### config.mk
export PLATFORM = sky130hd
export DESIGN_NAME = mp_reg_file
export DESIGN_NICKNAME = d
export VERILOG_FILES = /design/src/rtl/mp_reg_file_pkg.sv /design/src/rtl/mp_reg_file_rd_port.sv /design/src/rtl/mp_reg_file.sv
export SDC_FILE = /design/constraint.sdc
export NUM_CORES = 1
export LEC_CHECK = 0
export ABC_CLOCK_PERIOD_IN_PS = 3400
export BUFFER_PORTS_ARGS = -buffer_cell sky130_fd_sc_hd__buf_4
export CAP_MARGIN = 20
export CORE_UTILIZATION = 45
export CTS_CLUSTER_SIZE = 8
export DETAILED_ROUTE_END_ITERATION = 8
export HOLD_SLACK_MARGIN = 0.06
export PLACE_DENSITY = 0.7
export SLEW_MARGIN = 5
export SYNTH_ARGS = -nofsm -noshare
export SYNTH_HDL_FRONTEND = slang
export SYNTH_SLANG_ARGS = --single-unit
### constraint.sdc
create_clock -name clk -period 3.4 [get_ports clk]
set_input_delay 0.34 -clock clk [delete_from_list [all_inputs] [get_ports clk]]
set_output_delay 0.34 -clock clk [all_outputs]
set_load 0.01 [all_outputs]
### src/rtl/mp_reg_file_pkg.sv
// Shared constants for the multi-port register file: FSM state codes and default sizing.
package mp_reg_file_pkg;

    localparam int unsigned AddrLenDef    = 5;
    localparam int unsigned DataLenDef    = 32;
    localparam int unsigned NumRdPortsDef = 2;

    localparam logic [0:0] StInit = 1'b0;
    localparam logic [0:0] StIdle = 1'b1;

endpackage

### src/rtl/mp_reg_file_rd_port.sv
// One read port: registered read data with write-first bypass and zero return during init.
module mp_reg_file_rd_port
    import mp_reg_file_pkg::*;
#(
    parameter int unsigned AddrLen = AddrLenDef,
    parameter int unsigned DataLen = DataLenDef
) (
    input  logic               clk_i,
    input  logic               rst_i,
    input  logic               rd_i,
    input  logic [AddrLen-1:0] rd_addr_i,
    input  logic [DataLen-1:0] mem_data_i,
    input  logic               init_i,
    input  logic               wr_en_i,
    input  logic [AddrLen-1:0] wr_addr_i,
    input  logic [DataLen-1:0] wr_data_i,
    output logic [DataLen-1:0] data_o,
    output logic               valid_o
);

    logic [DataLen-1:0] data_q, data_d;
    logic               valid_q;

    always_comb begin
        data_d = data_q;
        if (rd_i) begin
            if (init_i) begin
                data_d = '0;
            end else if (wr_en_i && (wr_addr_i == rd_addr_i)) begin
                data_d = wr_data_i;
            end else begin
                data_d = mem_data_i;
            end
        end
    end

    always_ff @(posedge clk_i or posedge rst_i) begin
        if (rst_i) begin
            data_q  <= '0;
            valid_q <= 1'b0;
        end else begin
            data_q  <= data_d;
            valid_q <= rd_i;
        end
    end

    assign data_o  = data_q;
    assign valid_o = valid_q;

endmodule

### src/rtl/mp_reg_file.sv
// Multi-read-port register file with sequential zeroing after reset or on a clear request.
module mp_reg_file
    import mp_reg_file_pkg::*;
#(
    parameter int unsigned addrLen    = AddrLenDef,
    parameter int unsigned dataLen    = DataLenDef,
    parameter int unsigned numRdPorts = NumRdPortsDef
) (
    input  logic                            clk,
    input  logic                            reset,
    input  logic                            wrt,
    input  logic [addrLen-1:0]              wrtAddr,
    input  logic [dataLen-1:0]              dataIn,
    input  logic                            clr,
    input  logic [numRdPorts-1:0]           rd,
    input  logic [numRdPorts*addrLen-1:0]   rdAddr,
    output logic [numRdPorts*dataLen-1:0]   dataOut,
    output logic [numRdPorts-1:0]           rdValid,
    output logic                            ready
);

    localparam int unsigned Depth = 2 ** addrLen;

    logic [0:0]         state_q, state_d;
    logic [addrLen-1:0] init_cnt_q, init_cnt_d;
    logic [dataLen-1:0] mem_q [Depth];

    logic               in_init;
    logic               wr_accept;
    logic               mem_we;
    logic [addrLen-1:0] mem_waddr;
    logic [dataLen-1:0] mem_wdata;

    assign in_init   = (state_q == StInit);
    assign wr_accept = !in_init && wrt && !clr;
    assign ready     = (state_q == StIdle);

    always_comb begin
        state_d    = state_q;
        init_cnt_d = init_cnt_q;
        if (clr) begin
            state_d    = StInit;
            init_cnt_d = '0;
        end else if (in_init) begin
            init_cnt_d = init_cnt_q + addrLen'(1);
            if (&init_cnt_q) begin
                state_d = StIdle;
            end
        end
    end

    always_ff @(posedge clk or posedge reset) begin
        if (reset) begin
            state_q    <= StInit;
            init_cnt_q <= '0;
        end else begin
            state_q    <= state_d;
            init_cnt_q <= init_cnt_d;
        end
    end

    // Single write port shared by the init sweep and normal writes; clr suppresses both.
    always_comb begin
        mem_we    = (in_init && !clr) || wr_accept;
        mem_waddr = in_init ? init_cnt_q : wrtAddr;
        mem_wdata = in_init ? '0 : dataIn;
    end

    always_ff @(posedge clk) begin
        if (mem_we) begin
            mem_q[mem_waddr] <= mem_wdata;
        end
    end

    for (genvar p = 0; p < numRdPorts; p++) begin : g_rd
        mp_reg_file_rd_port #(
            .AddrLen (addrLen),
            .DataLen (dataLen)
        ) u_rd_port (
            .clk_i      (clk),
            .rst_i      (reset),
            .rd_i       (rd[p]),
            .rd_addr_i  (rdAddr[p*addrLen +: addrLen]),
            .mem_data_i (mem_q[rdAddr[p*addrLen +: addrLen]]),
            .init_i     (in_init),
            .wr_en_i    (wr_accept),
            .wr_addr_i  (wrtAddr),
            .wr_data_i  (dataIn),
            .data_o     (dataOut[p*dataLen +: dataLen]),
            .valid_o    (rdValid[p])
        );
    end

endmodule

==> impl_metrics.py <==
metrics = {
    "drt": {
        "firstDrtPassIters": 6,
        "vias_per_cell": 6.92,
        "drtAntennaViolNets": 0,
        "drt_iter0_drc": 4240,
        "wirelength_mm": 160,
        "drc": 0,
        "num_vias": 31100,
        "routedWlPerCell_um": 35.7,
    },
    "floorplan": {
        "coreArea_um2": 111000,
        "start_util_pct": 45.5,
        "rows": 122,
        "io_pins": 120,
        "design.die.area_um2": 114000,
        "chipHeight_um": 337,
        "fp.dieW_um": 337,
    },
    "finish": {
        "area_growth_pct": 16.9,
        "final_core_util_pct": 53.2,
        "fin_area_um2": 59200,
        "final_nets": 2941,
        "mostFrequentLayoutCell": "edfxtp_1",
        "drive_gt1_share_pct": 34.8,
        "final_cell_mix": "1024 x edfxtp_1, 510 x mux4_2, 234 x buf_4",
    },
    "logic_synthesis": {
        "synthesis.yosys.warnings": 0,
        "synth_edf_count": 1024,
        "synth.top_cell.area_share_pct": 60.8,
        "synthAdderAreaFrac_pct": 0.0494,
        "synth-simple-area-share_pct": 2.33,
        "yosysTopAreaCell": "edfxtp_1",
        "synth_top_cells_by_area": "edfxtp_1 61%, mux4_2 23%, dfrtp_1 3.6%, mux2i_1 2.0%, o22ai_1 1.4%",
        "synth-compound-area-share_pct": 5.78,
        "ys_async_sr_fraction_pct": 6.57,
        "synthCells": 2636,
        "ys_seq_elements": 1096,
        "synth_area_um2": 50600,
        "synthMuxAreaShare_pct": 24.9,
        "syn-num-nets": 2691,
        "synth_top_family_by_area": "multiplexers",
        "seq_area_frac_synth_pct": 64.3,
        "synth-xor-area-share_pct": 0.225,
        "ys.flop_type": "edfxtp_1",
        "yosys.cell_types.count": 51,
        "syn_avg_cell_area_um2": 19.2,
    },
    "global_route": {
        "grt_max_degree": 76,
        "grt_pass1_vias": 31900,
        "grt_pass1_wl_mm": 229,
        "antenna_found_initial": 6,
        "grt_use_total_pct": 28.5,
        "grt_overflow_total": 0,
    },
    "run": {
        "cap_violations": 0,
    },
    "timing": {
        "drv_slew": 0,
        "timing_hold_violations_final": 0,
        "final-setup-viol-count": 0,
        "fmax_ghz": 0.375,
        "worst_slack_ps": 735,
        "worst_pin_slew_ps": 1120,
        "fin_crit_sh_pct": 78.4,
        "post-route-min-period_ps": 2670,
        "fin_worst_skew_ps": 23.1,
        "tns_ps": 0,
        "rsz0062_at_grt": "false",
        "slew_headroom_pct": 25.3,
    },
    "placement": {
        "gp_congestion": 0.862,
        "portBuffers": 119,
        "place_area_um2": 54200,
        "pre_cts_ws_ps": 651,
        "place.detailed.hpwl_mm": 93.8,
    },
    "clock_network": {
        "cts_resized": 0,
        "htreeDepth": 4,
        "hold_buffers": 37,
        "clockRootBuffer": "clkbuf_16",
        "clock_path_buffers": 3,
        "clkLatencyLatePin_ps": 750,
        "cts_setup_buffers": 0,
        "clkSinkCount": 1096,
        "cts_buffers": 154,
        "tritoncts": "built",
        "clkTransAtPathRegs_ps": 50,
    },
    "critical_path": {
        "worstPathArrival_ps": 3320,
        "worstSetupPathType": "flip-flop to flip-flop",
        "crit_path_max_fanout": 14,
        "worstPathRequired_ps": 4060,
        "reg2reg_setup_slack_ps": 730,
        "end_kind": "flip-flop",
        "worstSetupStartpointType": "flip-flop",
    },
    "pwr": {
        "swShare_pct": 22.6,
        "leakagePower_uw": 0.0190,
        "p_int_uw": 24300,
        "p_sw_uw": 7110,
        "pwr-share-clk_pct": 45.5,
        "power.density_nw_per_um2": 531,
        "p_comb_share_pct": 7.5,
        "p_seq_share_pct": 47.0,
        "vdd_ir_drop_max_mv": 0.486,
    },
    "run_status": {
        "outcome": "completed",
    },
    "hold_path": {
        "holdCritPathClass": "primary input to flip-flop",
    },
}
cell usage after synthesis (9+ instances only):
cell          n
clkbuf_1    125
nor3b_1      11
a221o_1      11
buf_4        13
a22oi_1      43
nor2_1       98
o22ai_1     111
buf_2        44
a221oi_1     22
a221oi_2     21
o221ai_1     11
a2bb2oi_1    11
o211ai_1      9
a21o_1       11
dfrtp_1      72
a31oi_1      34
buf_1        20
mux4_2      510
mux2i_1     101
nand2_1      72
a211oi_1     11
and2_1       34
edfxtp_1   1024
buf_6        15
clkinv_1     12
inv_1        17
mux2_2       10
o21ai_0      42
nand2b_1     25
a21oi_1      31
state kept, by name, indices dropped and copies added (netlist names):
register / count
mem_q: 1024
g_rd.u_rd_port.valid_o: 2
g_rd.u_rd_port.data_o: 64
init_cnt_q: 5
ready: 1
power by group through the flow:
| stage | logic (uW) | registers [uW] | clock network, uW |
|---|---|---|---|
| 2_1_floorplan | 1460 | 15000 | 0 |
| 3_3_place_gp | 2250 | 15000 | 0 |
| 3_5_place_dp | 2270 | 15000 | 0 |
| 4_1_cts | 2320 | 14800 | 14400 |
| 5_1_grt | 2440 | 14800 | 14900 |
| 6_report | 2360 | 14800 | 14300 |
path summary, 6_finish.rpt:
path,start,endpoint,depth (start not counted)
worst max-delay path,ready,g_rd[0].u_rd_port.data_o[18],7
worst max register to register,ready,g_rd[0].u_rd_port.data_o[18],7
worst min register to register,g_rd[1].u_rd_port.data_o[21],g_rd[1].u_rd_port.data_o[21],2
worst min-delay path,rdAddr[4],g_rd[0].u_rd_port.data_o[11],3
min in group asynchronous,reset,g_rd[1].u_rd_port.valid_o,3
max in group asynchronous,reset,g_rd[1].u_rd_port.data_o[4],4
logic make-up after synthesis:
logic type / Yosys count
and+or+nand+nor: 255
buffers and inverters: 250
xor gates and xnor gates: 13
muxes: 621
AOI/OAI and AO/OA: 399
DFF: 1096
adders and majority gates: 2
area by class of cell:
class / instances / area, um2
Clock inverter: 12 / 185
Inverter: 30 / 118
Fill cell: 8565 / 52000
Antenna cell: 1 / 2.50
Multi-Input combinational cell: 1290 / 17200
Timing Repair Buffer: 314 / 2940
Tap cell: 1488 / 1860
Clock buffer: 257 / 4300
Sequential cell: 1096 / 32600
routing by layer:
layer	wire length, um	GRT usage [%]	vias up	share of wire [%]
met5	22	0	-	0.014
met4	7890	13.4	4	4.9
met3	21000	7.61	507	13
met2	75200	44.2	2495	47
met1	56200	37.7	16200	35
li1	-	-	11800	-
stage by stage:
step                std cells  hold slack (ps)  total power, uW
floorplan                2636              371            16500
global placement         4176              546            17300
detailed placement       4176              544            17300
CTS                      4482              181            31500
global route             4487              240            32100
finish                   4488              222            31400
critical path: stages, from the launching register on:
cell and delay (ps):
dfrtp_2 450, buf_4 280, nand3b_1 120, nor2_1 450
and3_2 540, buf_4 370, a22oi_1 150, a31oi_1 200
No activity file was read; power rests on OpenSTA's default activity.
